==> config.mk <==
export PLATFORM = sky130hd
export DESIGN_NAME = pipe_hazard_ctrl
export DESIGN_NICKNAME = d
export VERILOG_FILES = /design/src/rtl/pipe_hazard_ctrl.sv
export SDC_FILE = /design/constraint.sdc
export NUM_CORES = 1
export LEC_CHECK = 0
export CORE_UTILIZATION = 27
export DETAILED_ROUTE_END_ITERATION = 10
export PLACE_DENSITY = 0.84
export SLEW_MARGIN = 20
export SYNTH_ARGS = -nofsm -noshare
export SYNTH_HDL_FRONTEND = slang
export SYNTH_SLANG_ARGS = --single-unit
==> constraint.sdc <==
create_clock -name clk -period 2.7 [get_ports clk]
set_input_delay 0.81 -clock clk [delete_from_list [all_inputs] [get_ports clk]]
set_output_delay 0.81 -clock clk [all_outputs]
set_load 0.03 [all_outputs]
==> src/rtl/pipe_hazard_ctrl.sv <==
// Stall/flush controller for the 5-stage MIPS32 pipeline (load-use, EX redirect, multi-cycle hold).
// Optional HAZARD_PERF_CNT_EN adds stall-cycle and flush-event performance counters.
module pipe_hazard_ctrl #(
    parameter int unsigned MC_TIMEOUT = 64,
    parameter int unsigned CNT_W      = 7
) (
    input  logic        clk,
    input  logic        rst,
    input  logic [4:0]  id_rs_addr,
    input  logic [4:0]  id_rt_addr,
    input  logic        id_uses_rs,
    input  logic        id_uses_rt,
    input  logic        ex_is_load,
    input  logic [4:0]  ex_wd_addr,
    input  logic        ex_branch_taken,
    input  logic [31:0] ex_branch_target,
    input  logic        ex_mc_start,
    input  logic        mc_done,
    output logic [4:0]  stall,
    output logic [4:0]  flush,
    output logic        redirect_valid,
    output logic [31:0] redirect_pc,
    output logic        mc_busy,
    output logic        mc_err
`ifdef HAZARD_PERF_CNT_EN
    ,
    output logic [31:0] perf_stall_cycles,
    output logic [31:0] perf_flush_events
`endif
);

    typedef enum logic {RUN, MC_WAIT} state_t;

    localparam logic [CNT_W-1:0] TIMEOUT = CNT_W'(MC_TIMEOUT);

    state_t           state;
    logic [CNT_W-1:0] count;
    logic             load_use;
    logic             mc_hold;

    always_comb begin
        load_use = ex_is_load && (ex_wd_addr != 5'd0) &&
                   ((id_uses_rs && (id_rs_addr == ex_wd_addr)) ||
                    (id_uses_rt && (id_rt_addr == ex_wd_addr)));
        mc_hold  = (state == MC_WAIT) && !mc_done;
    end

    // Priority: reset, multi-cycle hold, EX redirect, load-use.
    always_comb begin
        stall          = '0;
        flush          = '0;
        redirect_valid = 1'b0;
        redirect_pc    = '0;
        if (rst) begin
            flush = '1;
        end else if (mc_hold) begin
            stall = 5'b01111;
            flush = 5'b10000;
        end else if (ex_branch_taken) begin
            flush          = 5'b00110;
            redirect_valid = 1'b1;
            redirect_pc    = ex_branch_target;
        end else if (load_use) begin
            stall = 5'b00011;
            flush = 5'b00100;
        end
        mc_busy = !rst && (state == MC_WAIT);
    end

    always_ff @(posedge clk) begin
        if (rst) begin
            state  <= RUN;
            count  <= '0;
            mc_err <= 1'b0;
        end else begin
            case (state)
                RUN: begin
                    if (ex_mc_start) begin
                        state <= MC_WAIT;
                        count <= '0;
                    end
                end
                MC_WAIT: begin
                    if (count < TIMEOUT)
                        count <= count + 1'b1;
                    // Flag lands on the same edge the counter reaches the limit.
                    if (count >= TIMEOUT - 1'b1)
                        mc_err <= 1'b1;
                    if (mc_done)
                        state <= RUN;
                end
                default: state <= RUN;
            endcase
        end
    end

`ifdef HAZARD_PERF_CNT_EN
    logic branch_cyc;

    always_comb branch_cyc = !rst && !mc_hold && ex_branch_taken;

    always_ff @(posedge clk) begin
        if (rst) begin
            perf_stall_cycles <= '0;
            perf_flush_events <= '0;
        end else begin
            if (|stall)
                perf_stall_cycles <= perf_stall_cycles + 32'd1;
            if (branch_cyc)
                perf_flush_events <= perf_flush_events + 32'd1;
        end
    end
`endif

endmodule

# == Yosys cells after proc, flatten, opt, wreduce, memory -nomap -nowiden ==
# Index checks and enable logic that the tools add are counted.
# totals
in_bits,55
out_inout_bits,45
elab_cells,43
reg_bits,9
# classes
n_reduce_logical,12
order_cmp,2
muxes,20
add_sub_neg,1
bitwise,1
n_eq_ne,4
# op_table
op,count
$mux W32,3
$mux W7,2
$pmux W7 S2,1
$eq A5 B5 Y1,2
$mux W5,2
$mux W4,2
$add A7 B1 Y7 const B,1
$ge A7 B6 Y1 const B,1
$lt A7 B7 Y1 const B,1
$logic_and A1 B1 Y1,6
$mux W3,2
$mux W1,5
$reduce_bool A5 Y1,1
$mux W2,2
$reduce_and A2 Y1,2
$logic_not A1 Y1,2
$ne A2 B1 Y1 const B,1
$ne A2 B2 Y1 const B,1
$pmux W1 S2,1
$logic_or A1 B1 Y1,1
$not A1 Y1,1

# == Longest topological paths before layout ==
# Gate-level depths: netlist (run 1).
# logic_depth
word_depth,8
depth_mapped,5
ltp_nobuf,5

# == Worst setup path before layout (run 1) ==
# OpenSTA, ideal clock, no wires.
# synth_timing
kind,input to output
from,input port mc_done
to,output port stall[1]
t_required_ns,1.890
path_slack_ns,-0.358
arrival_time_ns,2.248
stages,5
n_path_buf,1
cell_sequence,nand2b_1 a21oi_1 inv_1 o32ai_2 buf_4
# synth_via
elab_chain_cells,4
# synth_lines
item,line,text
"start, declared",18,"input logic mc_done,"
$logic_not A1 Y1,45,mc_hold = (state == MC_WAIT) && !mc_done;
$logic_and A1 B1 Y1,45,
$mux W4,56,end else if (mc_hold) begin
$mux W4,54,if (rst) begin
"end, declared",19,"output logic [4:0] stall,"
# No other way between the ends.

# == Worst setup path after layout (run 1) ==
# layout_timing
from,input port id_rs_addr[1]
to,output port stall[1]
# layout_via
elab_chain_cells,8
# layout_lines
item,line,text
"start, declared",9,"input logic [4:0] id_rs_addr,"
$eq A5 B5 Y1,43,((id_uses_rs && (id_rs_addr == ex_wd_addr)) ||
$logic_and A1 B1 Y1,43,
$logic_or A1 B1 Y1,43,
$logic_and A1 B1 Y1,42,load_use = ex_is_load && (ex_wd_addr != 5'd0) &&
$mux W2,63,end else if (load_use) begin
$mux W2,59,end else if (ex_branch_taken) begin
$mux W4,56,
$mux W4,54,
# No other way between the ends.

==> results.txt, run 1 <==
----------------------------------------------------
[Die]
  Initial Util ... between 20% and 30%
  Standard-cell row count ... 20
  Area of the core region ... just over 3000 µm²
  Die Footprint ... around 3400 µm²
  I/O pin count ... 100
  Horizontal die dimension ... roughly 60 µm
  Chip Height ... 58.7 µm

[Worst setup path]
  Max incr delay on CP ... 0.30 ns
  Cell-by-cell listing of the critical path ... buf_6 > xor2_2 > nor4_2 > a32oi_2 > o32ai_4 > buf_6
  Max Fanout on Critical Path ... 2
  Kind of end point of the critical path ... output pin
  Instance count on the critical path ... 6
  RR Startpoint ... state
  Length in cells of the worst reg-to-reg path ... 4
  CP arrival ... 2.03 ns
  Crit-path leading delay family ... compound AO/OA/AOI/OAI gates
  Endpoint of the worst setup timing path ... stall[1]
  Crit Path Category ... input port to output pin
  R2r endpoint ... count[3]
  Cell repeated most along the worst path ... buf_6
  Combined buffer and inverter count along the critical path ... 2
  Slowest cell on crit path ... nor4_2
  Worst endpoint required time ... 1.89 ns
  CP Launch Type ... input port
  R2R Setup Slk ... 1.40 ns
  CP startpoint ... id_rs_addr[1]

[Global routing]
  Global-route wire length before repair ... 5490 µm
  Largest net degree at the start of global routing ... 18
  Global-route usage over all layers ... 21.2%
  Remaining Overflow, GRT ... 0
  Number of global-route vias before repair ... approximately 1100
  Antenna violations before repair ... 0

[Detailed routing]
  Via density per instance ... 4.56
  Final antenna-violating net count ... 0
  Via count ... 1230
  Number of DRC violations after detailed routing ... 0
  Number of search-and-repair iterations in the first detailed-routing pass ... 4
  Violation count after the first detailed-route iteration ... 35
  Total length of routed wires ... 3680 µm
  Per-cell routed wire length ... 13.6 µm

[Yosys]
  Number of synthesized flops with an enable pin ... 0
  Number of synthesized register bits ... 9
  Synthesized area ... 868 µm²
  Mapped Nets ... 175
  Number of warnings printed during yosys synthesis ... 0
  Gate Count Post-Synth ... 119
  Proportion of register bits with asynchronous set or reset after synthesis ... 0%
  Post-synth cell types ... 34
  Portion of the post-synthesis area used by sequential elements ... 20.7%
  Synthesized area per cell ... 7.30 µm²
  Primary flip-flop cell chosen by synthesis mapping ... dfxtp_1

[Clock tree]
  Clock transition at the registers of the reported paths ... 0.06 ns
  Maximum level of the CTS H-tree ... 1
  Insertion delay to the later sink of the worst-skew pair ... 0.27 ns
  Sink count of the clock tree ... 9
  Clock Tree Buf Depth ... 2
  Cts bufs inserted ... 3
  Cell at the root of the clock tree ... clkbuf_4
  Clock tree from TritonCTS ... yes

[STA]
  Final hold viol count ... 0
  Final setup vio count ... 3
  Setup repair after global routing missed its margin ... yes
  Final Skew ... about 0.00085 ns
  Final worst-path cycle share ... 105%
  Setup WS post-layout ... -0.140 ns
  Upper clock frequency limit ... 352 MHz
  Worst hold margin ... around 0.45 ns
  Max-slew violation total from the final report ... 0
  Period minus WS final ... between 2 and 3 ns

[Power and ir drop]
  Power per unit of standard cell area ... 268 nW/µm²
  Maximum ir drop on the vdd rail ... 0.269 mV
  LEAKAGE ... 0.887 nW

[Status]
  Outcome ... complete, but fails checks
  Failing checks ... setup timing

[Placed design]
  Placer congestion estimate ... 0.898
  Number of cells in the design after placement ... 262
  Buffers added on ports ... a little under 100
  Estimated wirelength of the detail-placed design ... 2820 µm

[Final layout]
  Net count reported at finish ... 283
  Count of non-filler cells in the finished layout ... 270
  Syn-to-layout area delta ... 127%
  Most frequent standard cell in the layout excluding fill and tap cells ... buf_4
  Antenna Cells ... 0
  Share of final-layout standard cells stronger than drive strength 1 ... between 40% and 50%
  Highest-count cells in the layout ignoring fill and taps ... 52 x buf_4, 37 x clkdlybuf4s50_1, 23 x and2_1, 11 x nor2_1

[Flow run]
  MaxCap Viol Count ... 0

[Hold path]
  Class of the worst hold path ... flip-flop to flip-flop

----------------------------------------------------
cell type report:
class,count,area (µm²)
Clock buffer,4,26.3
Fill cell,284,1080
Inverter,4,15.0
Multi-Input combinational cell,96,713
Sequential cell,9,180
Tap cell,44,55.1
Timing Repair Buffer,113,985
where the power goes:
part	internal, W	switching (W)	leakage (nW)
clock network	0.0000572	0.0000515	0.0150
logic	0.000148	0.000134	0.799
registers	0.000136	0.00000291	0.0730
routing by layer:
layer	vias up	share of wire (%)	GRT usage [%]
met5	-	0	0
met2	52	51	39.2
met3	7	8.0	3.96
met1	559	40	24.4
met4	0	1.5	7.14
li1	612	-	-
how the worst min path moves through the flow:
| stage | start | endpoint | depth (start not counted) |
|---|---|---|---|
| after floorplan | count[0] | count[0] | 1 |
| after global placement | mc_err | mc_err | 2 |
| after detailed placement | mc_err | mc_err | 2 |
| after CTS | mc_err | mc_err | 2 |
| after global routing | mc_err | mc_err | 2 |
| final | mc_err | mc_err | 2 |
cells in the mapped netlist (2+ instances only):
library cell / instances / area, µm²
a21oi_1: 7 / 35.0
a311oi_1: 3 / 26.3
and2_1: 32 / 200
buf_2: 3 / 15.0
buf_4: 6 / 45.0
dfxtp_1: 9 / 180
inv_1: 3 / 11.3
nand2_1: 5 / 18.8
nand2b_1: 3 / 18.8
nand3_1: 2 / 10.0
nor2_1: 12 / 45.0
o21ai_0: 3 / 15.0
or4_1: 2 / 15.0
xnor2_1: 2 / 17.5
xor2_1: 8 / 70.1
worst register-to-register path: stages, from the launching register on:
cell and delay (ns):
dfxtp_1 0.38, buf_4 0.19, inv_2 0.08, or4_1 0.47, a21oi_1 0.12
timing repair:
| action | CTS | global route |
|---|---|---|
| endpoints found under the setup margin | 39 | 36 |
| gates cloned | 1 | 1 |
| hold buffers | 0 | 0 |
| pin swaps | 13 | 3 |
| buffers inserted | 1 | 1 |
| resized for setup | 64 | 10 |
stage by stage:
step | TNS (ns) | total power (W) | area (µm²) | worst slack, ns | utilization (%)
3_5_place_dp | -11.05 | 0.000408 | 1860 | -0.599 | 60.9
3_3_place_gp | -9.65 | 0.000406 | 1860 | -0.508 | 60.9
5_1_grt | -0.531 | 0.000558 | 1970 | -0.198 | 64.7
2_1_floorplan | -0.247 | 0.000267 | 907 | -0.173 | -
4_1_cts | -2.20 | 0.000529 | 1960 | -0.166 | 64.2
6_report | -0.379 | 0.000529 | 1970 | -0.140 | 64.7
cell families after synthesis:
kind of cell / Yosys count / share of synthesized area [%]
AOI/OAI and AO/OA: 23 / 18.4
xor gates and xnor gates: 10 / 10.1
adders and majority gates: 1 / 1.44
buffers and inverters: 14 / 9.08
DFF: 9 / 20.7
other: 1 / 0.432
and+or+nand+nor: 61 / 39.8
sequential cells by signal, summed over array words and instances, names as in the netlist:
register	cells
count	7
state	1
mc_err	1
No activity file was read; power rests on OpenSTA's default activity.
==> run 2: changes to the inputs <==
--- a/config.mk
+++ b/config.mk
@@ -5,9 +5,9 @@
 export SDC_FILE = /design/constraint.sdc
 export NUM_CORES = 1
 export LEC_CHECK = 0
-export CORE_UTILIZATION = 27
+export CORE_UTILIZATION = 24
 export DETAILED_ROUTE_END_ITERATION = 10
-export PLACE_DENSITY = 0.84
+export PLACE_DENSITY = 0.8
 export SLEW_MARGIN = 20
 export SYNTH_ARGS = -nofsm -noshare
 export SYNTH_HDL_FRONTEND = slang
==> constraint.sdc (replaced) <==
create_clock -name clk -period 2.3 [get_ports clk]
set_input_delay 0.69 -clock clk [delete_from_list [all_inputs] [get_ports clk]]
set_output_delay 0.69 -clock clk [all_outputs]
set_load 0.03 [all_outputs]
==> run 2 against run 1 <==
Against the previous run: the flow still finishes with violations (setup timing); sequential power grew 17%; register-to-register slack worse by 0.41 ns; largest cell class unchanged; total power grew 33%; die area is 12% higher; worst hold slack improved by 0.00092 ns; critical path type unchanged; sequential share of layout area down 1.4 points; clock power is 16% higher; routed wire length rose by 26%.
==> results.txt, run 2 (synthesized netlist as in run 1, its figures left out) <==
----------------------------------------------------
[Clock tree]
  Cell at the root of the clock tree ... clkbuf_4 (unchanged)
  Clock Tree Buf Depth ... 2 (unchanged)
  Clock transition at the registers of the reported paths ... 0.06 ns (about the same)
  Cts bufs inserted ... 3 (unchanged)
  Count of hold-fix buffers inserted at cts ... 0 (unchanged)
  Clock tree from TritonCTS ... yes (unchanged)
  Sink count of the clock tree ... 9 (unchanged)
  Maximum level of the CTS H-tree ... 1 (unchanged)
  Insertion delay to the later sink of the worst-skew pair ... 0.26 ns (was 0.27 ns)

[Detailed routing]
  Final antenna-violating net count ... 0 (unchanged)
  Met2 wire length ... 2440 µm (was 1870 µm)
  Per-cell routed wire length ... 16.3 µm (was 13.6 µm)
  Number of search-and-repair iterations in the first detailed-routing pass ... 4 (unchanged)
  Number of DRC violations after detailed routing ... 0 (unchanged)
  Violation count after the first detailed-route iteration ... 32 (was 35)
  Routed length on met1 ... 1640 µm (was 1460 µm)
  Highest signal layer in the routed design ... met5 (was met4)
  Via count ... 1344 (was 1230)
  Via density per instance ... 4.75 (was 4.56)
  Amount of wire on met3 after detailed routing ... 375 µm (was 294 µm)
  Total length of routed wires ... 4620 µm (was 3680 µm)

[Worst setup path]
  Worst endpoint required time ... 1.61 ns (was 1.89 ns)
  Cell-by-cell listing of the critical path ... buf_6 > xor2_1 > nor4_2 > a32oi_2 > buf_4 > o31ai_4 > buf_6 (was buf_6 > xor2_2 > nor4_2 > a32oi_2 > o32ai_4 > buf_6)
  Cell repeated most along the worst path ... buf_6 (unchanged)
  CP arrival ... 1.94 ns (was 2.03 ns)
  Max Fanout on Critical Path ... 2 (unchanged)
  Kind of end point of the critical path ... output pin (unchanged)
  Crit Path Category ... input port to output pin (unchanged)
  Combined buffer and inverter count along the critical path ... 3 (was 2)
  CP Launch Type ... input port (unchanged)
  Crit-path leading delay family ... buffers and inverters (was compound AO/OA/AOI/OAI gates)
  Max incr delay on CP ... 0.30 ns (about the same)
  Slowest cell on crit path ... nor4_2 (unchanged)

[Flow run]
  MaxCap Viol Count ... 0 (unchanged)

[Final layout]
  Highest-count cells in the layout ignoring fill and taps ... 53 x buf_6, 37 x clkdlybuf4s50_1, 32 x and2_4, 18 x buf_4, 10 x nor2_1 (was 52 x buf_4, 37 x clkdlybuf4s50_1, 23 x and2_1, 11 x nor2_1)
  Antenna Cells ... 0 (unchanged)
  Area of the multi-input gates ... 777 µm² (was 713 µm²)
  Net count reported at finish ... 294 (was 283)
  Registers with the highest flip-flop counts ... count (7), mc_err (1), state (1) (unchanged)
  Largest reg by FF count ... count (unchanged)
  Total of fill cells in the finished design ... 239 (was 284)
  Register area ... 180 µm² (unchanged)
  Number of flip-flops under the largest register name ... 7 (unchanged)
  Most frequent standard cell in the layout excluding fill and tap cells ... buf_6 (was buf_4)
  Share of final-layout standard cells stronger than drive strength 1 ... 56.1% (was 43.4%)
  Syn-to-layout area delta ... 168% (was 127%)

[Die]
  Horizontal die dimension ... 62.2 µm (was 58.7 µm)
  I/O pin count ... 100 (unchanged)
  Chip Height ... 62.2 µm (was 58.7 µm)
  Area of the core region ... 3390 µm² (was 3050 µm²)
  Die Footprint ... 3860 µm² (was 3450 µm²)
  Initial Util ... 25.6% (was 28.4%)
  Standard-cell row count ... 21 (was 20)

[STA]
  Final worst-path cycle share ... 114%
  Setup repair after global routing missed its margin ... yes (unchanged)
  Final hold viol count ... 0 (unchanged)
  Max-slew violation total from the final report ... 0 (unchanged)
  Period minus WS final ... 2.63 ns
  Final setup vio count ... 32 (was 3)
  Setup WS post-layout ... -0.328 ns (was -0.140 ns)
  Final Skew ... 0.00199 ns (was 0.000846 ns)
  Worst hold margin ... 0.448 ns (was 0.447 ns)
  Upper clock frequency limit ... 381 MHz

[Global routing]
  Global-route usage over all layers ... 23.4% (was 21.2%)
  Antenna violations before repair ... 1 (was 0)
  Largest net degree at the start of global routing ... 11 (was 18)
  Global-route wire length before repair ... 7060 µm (was 5490 µm)
  Number of global-route vias before repair ... 1356 (was 1127)
  Remaining Overflow, GRT ... 0 (unchanged)

[Status]
  Failing checks ... setup timing (unchanged)
  Outcome ... complete, but fails checks (unchanged)

[Power and ir drop]
  LEAKAGE ... 1.03 nW (was 0.887 nW)
  Maximum ir drop on the vdd rail ... 0.328 mV (was 0.269 mV)
  Power per unit of standard cell area ... 302 nW/µm² (was 268 nW/µm²)

[Placed design]
  DP Worst Slack ... -0.709 ns (was -0.599 ns)
  Estimated wirelength of the detail-placed design ... 2700 µm (was 2820 µm)
  Placer congestion estimate ... 0.863 (was 0.898)
  Buffers added on ports ... 98 (unchanged)

[Hold path]
  Class of the worst hold path ... flip-flop to flip-flop (unchanged)

----------------------------------------------------
## run 2: report_power, final
part / internal [W] / switching [W]
combinational: 0.000231 / 0.000182
sequential: 0.000159 / 0.00000334
clock: 0.0000671 / 0.0000593
## run 2: final cells by class
type                    instances  share of cell area, %
inverters                       4                  0.646
well taps                      46                   2.48
clock buffers                   4                   1.13
multi-input cells              96                   33.4
repair buffers                124                   54.6
flip-flops and latches          9                   7.75
## run 2: routing by layer
layer | global-route usage [%] | up-vias
li1 | - | 637
met1 | 24.1 | 624
met2 | 43.8 | 63
met3 | 6.99 | 18
met4 | 9.30 | 2
met5 | 0 | -
## run 2: worst paths after layout
kind	start	slack, ns	depth (start not counted)	to
setup / recovery	id_rs_addr[1]	-0.33	7	flush[2]
hold / removal	mc_err	0.45	2	mc_err
setup reg to reg	state	0.99	4	count[3]
hold reg to reg	mc_err	0.45	2	mc_err
## run 2: what timing repair did
| action | CTS | global route |
|---|---|---|
| setup buffers | 10 | 7 |
| pin swaps | 30 | 26 |
| resized for setup | 137 | 26 |
| cloned | 4 | 0 |
| endpoints found under the setup margin | 41 | 38 |
## run 2: metrics by stage
stage | utilization [%] | instance area, µm² | instances | TNS (ns) | power (W)
2_1_floorplan | - | 917 | 119 | -0.728 | 0.000315
3_3_place_gp | 55.5 | 1880 | 265 | -14.94 | 0.000478
3_5_place_dp | 55.5 | 1880 | 265 | -15.09 | 0.000480
4_1_cts | 68.4 | 2320 | 283 | -1.86 | 0.000695
5_1_grt | 68.5 | 2320 | 283 | -3.61 | 0.000734
6_report | 68.5 | 2320 | 283 | -2.48 | 0.000702
## run 2: worst reg2reg max path: cells and delay by family (launching register included)
kind,cells,cell delay [ns]
buf+inv,2,0.27
simple gates,1,0.47
compound gates,1,0.13
flops,1,0.38
